File: config.mk
export PLATFORM = sky130hd
export DESIGN_NAME = wb_stage
export DESIGN_NICKNAME = d
export VERILOG_FILES = /design/src/rtl/wb_stage.sv
export SDC_FILE = /design/constraint.sdc
export NUM_CORES = 1
export LEC_CHECK = 0
export BUFFER_PORTS_ARGS = -buffer_cell sky130_fd_sc_hd__buf_2
export CAP_MARGIN = 20
export CORE_MARGIN = 4
export CORE_UTILIZATION = 40
export DETAILED_ROUTE_END_ITERATION = 16
export PLACE_DENSITY = 0.72
export SYNTH_ARGS = -nofsm -noshare
export SYNTH_HDL_FRONTEND = slang
export SYNTH_SLANG_ARGS = --single-unit
File: constraint.sdc
create_clock -name clk_i -period 4.2 [get_ports clk_i]
set_input_delay 0.21 -clock clk_i [delete_from_list [all_inputs] [get_ports clk_i]]
set_output_delay 0.21 -clock clk_i [all_outputs]
set_load 0.01 [all_outputs]
File: src/rtl/wb_stage.sv
// Write-back pipeline stage: holds one instruction from MEM, stalls loads until the
// data memory returns, extracts/extends the loaded value and drives the GPR write port.
module wb_stage #(
    parameter int PC_W = 32
) (
    input  logic            clk_i,
    input  logic            rst_ni,
    input  logic            mem_valid_i,
    output logic            wb_allowin_o,
    input  logic [PC_W-1:0] mem_pc_i,
    input  logic            mem_we_i,
    input  logic [4:0]      mem_waddr_i,
    input  logic [31:0]     mem_result_i,
    input  logic [2:0]      mem_load_op_i,
    input  logic [1:0]      mem_addr_lo_i,
    input  logic            data_rvalid_i,
    input  logic [31:0]     data_rdata_i,
    input  logic            flush_i,
    output logic            we_o,
    output logic [4:0]      waddr_o,
    output logic [31:0]     wdata_o,
    output logic            wb_busy_o,
    output logic [4:0]      wb_waddr_o,
    output logic [PC_W-1:0] debug_pc_o,
    output logic            debug_we_o
);

    localparam logic [2:0] OP_LB  = 3'd1;
    localparam logic [2:0] OP_LBU = 3'd2;
    localparam logic [2:0] OP_LH  = 3'd3;
    localparam logic [2:0] OP_LHU = 3'd4;
    localparam logic [2:0] OP_LW  = 3'd5;

    typedef struct packed {
        logic            valid;
        logic [PC_W-1:0] pc;
        logic            we;
        logic [4:0]      waddr;
        logic [31:0]     result;
        logic [2:0]      load_op;
        logic [1:0]      addr_lo;
    } stage_t;

    stage_t stage_q, stage_d;

    logic        is_load;
    logic        ready_go;
    logic        wr_ok;
    logic [31:0] shifted;
    logic [7:0]  byte_v;
    logic [15:0] half_v;

    // Load ops 6-7 are treated as plain ALU results and never wait for memory.
    assign is_load      = (stage_q.load_op >= OP_LB) && (stage_q.load_op <= OP_LW);
    assign ready_go     = !is_load || data_rvalid_i;
    assign wb_allowin_o = !stage_q.valid || ready_go;
    assign wr_ok        = stage_q.valid && stage_q.we && (stage_q.waddr != 5'd0);

    always_comb begin
        stage_d = stage_q;
        if (wb_allowin_o) begin
            stage_d.valid = mem_valid_i;
            if (mem_valid_i) begin
                stage_d.pc      = mem_pc_i;
                stage_d.we      = mem_we_i;
                stage_d.waddr   = mem_waddr_i;
                stage_d.result  = mem_result_i;
                stage_d.load_op = mem_load_op_i;
                stage_d.addr_lo = mem_addr_lo_i;
            end
        end
        if (flush_i) stage_d.valid = 1'b0;
    end

    always_ff @(posedge clk_i or negedge rst_ni) begin
        if (!rst_ni) stage_q <= '0;
        else         stage_q <= stage_d;
    end

    // Halfword select uses addr_lo[1] only; misalignment is trapped upstream.
    assign shifted = data_rdata_i >> {stage_q.addr_lo, 3'b000};
    assign byte_v  = shifted[7:0];
    assign half_v  = stage_q.addr_lo[1] ? data_rdata_i[31:16] : data_rdata_i[15:0];

    always_comb begin
        wdata_o = stage_q.result;
        case (stage_q.load_op)
            OP_LB:   wdata_o = {{24{byte_v[7]}}, byte_v};
            OP_LBU:  wdata_o = {24'd0, byte_v};
            OP_LH:   wdata_o = {{16{half_v[15]}}, half_v};
            OP_LHU:  wdata_o = {16'd0, half_v};
            OP_LW:   wdata_o = data_rdata_i;
            default: wdata_o = stage_q.result;
        endcase
    end

    assign we_o       = wr_ok && ready_go && !flush_i;
    assign waddr_o    = stage_q.waddr;
    assign wb_busy_o  = wr_ok && !ready_go;
    assign wb_waddr_o = stage_q.waddr;
    assign debug_pc_o = stage_q.pc;
    assign debug_we_o = we_o;

endmodule

==> flow_summary.toml, run 1 <==
[sta]
min_period_over_period_pct = 75.6
fmax_mhz = 315
skew_ps = 5.57
final-setup-viol-count = 0
hold_viol_final = 0
rsz0062_at_grt = "false"
worst_slack_ps = 1020
worst_slew_pin_slew_ps = 870
slew_viol_final = 0
tns_ps = 0
maxSlewHeadroom_pct = 42.0
min_period_ps = 3180
hold_slack_ps = 51.0

[floorplan]
die-area_um2 = 13400
die_x_um = 116
std_cell_rows = 39
start_util_pct = 40.8
core_um2 = 11400
die_h_um = 116
top_level_ports = 190

[critical_path]
crit_chain = "nand2b_1 -> nand2b_1 -> buf_4 -> nor2_1 -> o21ai_0 -> buf_2"
critPathKind = "register to primary output"
critPathArrivalTime_ps = 2970
path_delay_family = "simple AND/OR/NAND/NOR gates"
crit_buf_inv = 2
max_stage_delay_ps = 760
end_kind = "primary output"
cp_max_fo = 21
required_ps = 3990
reg2reg_slack_ps = 1270
slowest_stage = "nand2b_1"
crit_top_cell = "nand2b_1"
start_kind = "register"

[yosys]
synthesis.nets = 533
synth_area_per_cell_um2 = 11.1
yosys_warnings = 0
synthArstFlopShare_pct = 100
netlist_top_cells_count = "dfrtp_1 (76), mux2_4 (50), buf_4 (43)"
synth_top_flop_cell = "dfrtp_1"
synth_most_common_cell = "dfrtp_1"
syn_area_um2 = 4660
synth_seq_cells = 76
yosys.area.top_type_share_pct = 40.8
yosysTopAreaCell = "dfrtp_1"
synth_area_leaders = "dfrtp_1 (41%), mux2_4 (16%), buf_4 (6.9%)"
ys_seq_area_share_pct = 40.8
synthDistinctLibCells = 36
synth-edff-count = 0
synthCells = 421

[route]
drt-total-wl_um = 13100
dr.pass1.iters = 5
vias = 3694
vias_per_cell = 5.25
route.detailed.drc = 0
postRouteAntennaNets = 0
wl_per_cell_um = 18.6
drtIter0Drc = 243

[pwr]
p_leak_nw = 2.79
vdd_drop_max_mv = 0.252
p_per_area_nw_per_um2 = 442

[clock_tree]
htreeDepth = 3
cts_buffer_depth = 2
cts_num_sinks = 76
cts_buffers = 9
clk_pin_slew_worst_paths_ps = 60
cts_root_buf = "clkbuf_16"
clkLatencyLatePin_ps = 340
cts_tree = "yes"

[grt]
grtUsageTotal_pct = 19.8
grt_antenna_before_repair = 1
grt_pass1_vias = 3779
grt_max_degree = 77
grt-ovfl-total = 0
grt_pass1_wl_um = 20300

[place]
io_buffers = 189
routabilityCongestion = 0.887
dp_hpwl_um = 9880
dp_slack_ps = 1290

[layout]
nFillCells = 1067
layout-drive-gt1-share_pct = 53.2
multi_input_area_um2 = 2240
regArea_um2 = 1900
syn_to_final_growth_pct = 21.7
layout.nets = 667

[job]
maxCapViolCount = 0

[outcome]
status = "finished, final reports clean"

[worst_hold_path]
hold_class = "input pin to register"
==> per-layer routing <==
layer | wire (um) | global-route usage (%) | vias up
met5 | 0 | 0 | -
li1 | - | - | 1732
met4 | 307 | 7.81 | 0
met1 | 5440 | 25.4 | 1755
met3 | 1130 | 5.59 | 22
met2 | 6190 | 31.8 | 185
==> placed cells by master (no fill, tap or decap), types with 2 or more instances in the layout <==
master / n
o32a_1: 8
inv_1: 4
mux2_2: 25
nand2_1: 30
dfrtp_1: 76
a21o_1: 7
clkbuf_16: 9
a211oi_1: 2
nor2b_1: 9
nor2_1: 33
buf_2: 188
nand2b_1: 2
clkbuf_8: 2
o22ai_1: 9
buf_4: 7
a21oi_1: 41
nand3_1: 15
o21ai_0: 7
clkinv_4: 2
a221oi_1: 7
mux2_4: 50
mux4_2: 8
==> final timing paths <==
kind | from | end | cells after the start
setup / recovery | stage_q[4] | wdata_o[1] | 6
hold / removal | flush_i | stage_q[75] | 2
setup reg to reg | stage_q[4] | stage_q[26] | 5
hold reg to reg | debug_pc_o[27] | debug_pc_o[27] | 1
max in group asynchronous | rst_ni | stage_q[18] | 3
min in group asynchronous | rst_ni | debug_pc_o[2] | 2
==> registers in the layout, indices dropped and copies added, names as in the netlist <==
| register | flops |
|---|---|
| debug_pc_o | 32 |
| stage_q | 39 |
| waddr_o | 5 |
==> final cells by class <==
class	count	area share [%]
multi-input cells	267	39.4
flip-flops and latches	76	33.5
repair buffers	197	18.0
clock buffers	11	4.46
well taps	143	3.15
clock inverters	5	1.06
inverters	4	0.265
diodes	1	0.0441
==> report_power, final <==
group	leakage (nW)	switching, mW	internal [mW]
sequential	0.889	0.0794	0.826
combinational	1.75	0.405	0.387
clock	0.152	0.316	0.494
==> kinds of logic (layout without fill, tap and decap cells) <==
kind of cell,count (synthesis),in the layout,synth area share (%)
AND/OR/NAND/NOR,95,95,9.07
multiplexers,84,84,26.2
other,0,1,0
AO/OA/AOI/OAI,88,88,12.6
buffers and inverters,78,217,11.3
flip-flops,76,76,40.8
==> stage by stage <==
stage | instances | cell area [um^2] | power [mW] | utilization (%)
4_1_cts | 701 | 5640 | 2.54 | 49.4
5_1_grt | 704 | 5670 | 2.66 | 49.7
2_1_floorplan | 421 | 4660 | 1.48 | -
3_5_place_dp | 685 | 5330 | 1.71 | 46.6
6_report | 704 | 5670 | 2.51 | 49.7
3_3_place_gp | 685 | 5330 | 1.70 | 46.6
==> worst reg2reg max path, cell delays in order, from the launching register on <==
cell and delay [ps]:
dfrtp_1 700, or2_1 450, o2111ai_4 190, nand2_4 680
buf_4 420, mux2_2 370
==> timing repair <==
action,in CTS,in global routing
hold endpoints to repair,0,30
setup buffers,0,0
hold buffers,0,1
gates resized for setup,0,0
(Power assumes the default switching activity.)
==> run 2, diff against run 1 <==
Clock period 4.2 ns to 3.06 ns, I/O delays scaled along.
==> run 2 against run 1 <==
The run now ends with negative hold slack left. Critical path depth down 1. Wire length rose by 1.9%. Combinational power up 37%. Flip-flop and latch count did not move. Clock skew rose by 0.79 ps. Critical path type unchanged. Largest cell class unchanged. Largest power group unchanged.
==> flow_summary.toml, run 2 (synthesis gave the netlist of run 1 again) <==
[critical_path]
cp_max_fo = 20
crit_path_start = "stage_q[2]"
r2r_start = "stage_q[4]"
r2r_cells = 5
crit_end = "wdata_o[3]"
critPathArrivalTime_ps = 2680
crit_chain = "nand2_1 -> o22ai_1 -> a221oi_1 -> o21ai_0 -> buf_2"
path_delay_family = "compound AO/OA/AOI/OAI gates"
end_kind = "primary output"
cp.depth = 5
slowest_stage = "dfrtp_1"
crit_buf_inv = 1
critPathKind = "register to primary output"
reg2reg_slack_ps = 590
reg2reg_to = "stage_q[29]"
max_stage_delay_ps = 760
required_ps = 2910
start_kind = "register"

[sta]
skew_ps = 6.37
min_period_over_period_pct = 92.7
min_period_ps = 2840
maxSlewHeadroom_pct = 34.9
slew_viol_final = 0
worst_slew_pin_slew_ps = 977
final-setup-viol-count = 0
fmax_mhz = 352
tns_ps = 0
hold_slack_ps = -39.9
hold_viol_final = 27
rsz0062_at_grt = "false"

[layout]
largest_register_ffs = 39
final_cell_area_um2 = 5690
utilization_pct = 49.9
nFillCells = 1066
antennaDiodeCount = 0
max_flop_register = "stage_q"
mostFrequentLayoutCell = "buf_2"
regArea_um2 = 1900
syn_to_final_growth_pct = 22.1
multi_input_area_um2 = 2240
layout-drive-gt1-share_pct = 53.4
mostFrequentLayoutCells = "buf_2 (188), dfrtp_1 (76), mux2_4 (50)"
layout.nets = 669

[outcome]
status = "complete, but fails checks"
failed_checks = "negative hold slack"

[place]
postPlaceCellArea_um2 = 5370
dp_hpwl_um = 10200
io_buffers = 189
routabilityCongestion = 0.863

[job]
maxCapViolCount = 0

[floorplan]
die-area_um2 = 13400
core_um2 = 11400
start_util_pct = 40.8
die_x_um = 116
die_h_um = 116
std_cell_rows = 39
top_level_ports = 190

[clock_tree]
cts_tree = "yes"
cts_buffers = 9
cts_root_buf = "clkbuf_16"
cts_num_sinks = 76
clkLatencyLatePin_ps = 330
cts_resized = 0
htreeDepth = 3
cts_buffer_depth = 2
clk_pin_slew_worst_paths_ps = 60

[pwr]
p_leak_nw = 2.79
switching_power_mw = 1.11
vdd_drop_max_mv = 0.302
swShare_pct = 32.3
seqPwrFrac_pct = 36.1
power.total_mw = 3.44
p_clk_share_pct = 32.0
p_int_mw = 2.33
comb_power_share_pct = 31.8
p_per_area_nw_per_um2 = 604

[route]
vias = 3729
wl_per_cell_um = 18.9
route.detailed.drc = 0
vias_per_cell = 5.29
drtIter0Drc = 377
dr.pass1.iters = 5
postRouteAntennaNets = 0
drt-total-wl_um = 13300

[grt]
grt-ovfl-total = 0
grt_pass1_vias = 3904
grt_pass1_wl_um = 21000
grt_max_degree = 77
grt_antenna_before_repair = 0
grtUsageTotal_pct = 20.3

[worst_hold_path]
hold_class = "input pin to asynchronous set/reset pin"
## run 2: final cells by class
class	instances	share of cell area, %
timing repair buffer	199	18.5
sequential	76	33.4
clock inverter	6	1.23
inverter	4	0.264
tap	143	3.14
clock buffer	10	4.20
multi-input combinational	267	39.3
## run 2: per-layer routing
layer	GRT usage, %	vias to the layer above	wire length (um)
li1	-	1729	-
met1	27.0	1766	5700
met2	32.2	208	6220
met3	5.01	26	1100
met4	7.66	0	305
met5	0	-	0
## run 2: worst min-delay path by stage
| stage | endpoint | slack [ps] | cells past startpoint |
|---|---|---|---|
| finish | debug_pc_o[6] | -40 | 1 |
| global route | debug_pc_o[8] | 30 | 2 |
| CTS | debug_pc_o[3] | 10 | 1 |
| detailed placement | stage_q[75] | 350 | 2 |
| global placement | stage_q[75] | 350 | 2 |
| floorplan | debug_pc_o[0] | -140 | 0 |
## run 2: repair_timing
| item | in CTS | in global routing |
|---|---|---|
| endpoints found under the hold margin | 1 | 0 |
| setup endpoints to repair | 0 | 0 |
| hold buffers | 1 | 0 |
| buffers inserted | 0 | 0 |
## run 2: through the flow
stage	setup slack [ps]	instances
floorplan	979	421
global placement	691	688
detailed placement	625	688
CTS	303	705
global route	5.99	705
finish	222	705
## run 2: power groups by stage
stage	Combinational [mW]	Clock (mW)	Sequential, mW
2_1_floorplan	0.820	0	1.20
3_3_place_gp	1.08	0	1.25
3_5_place_dp	1.10	0	1.25
4_1_cts	1.10	1.13	1.24
5_1_grt	1.20	1.19	1.26
6_report	1.09	1.10	1.24
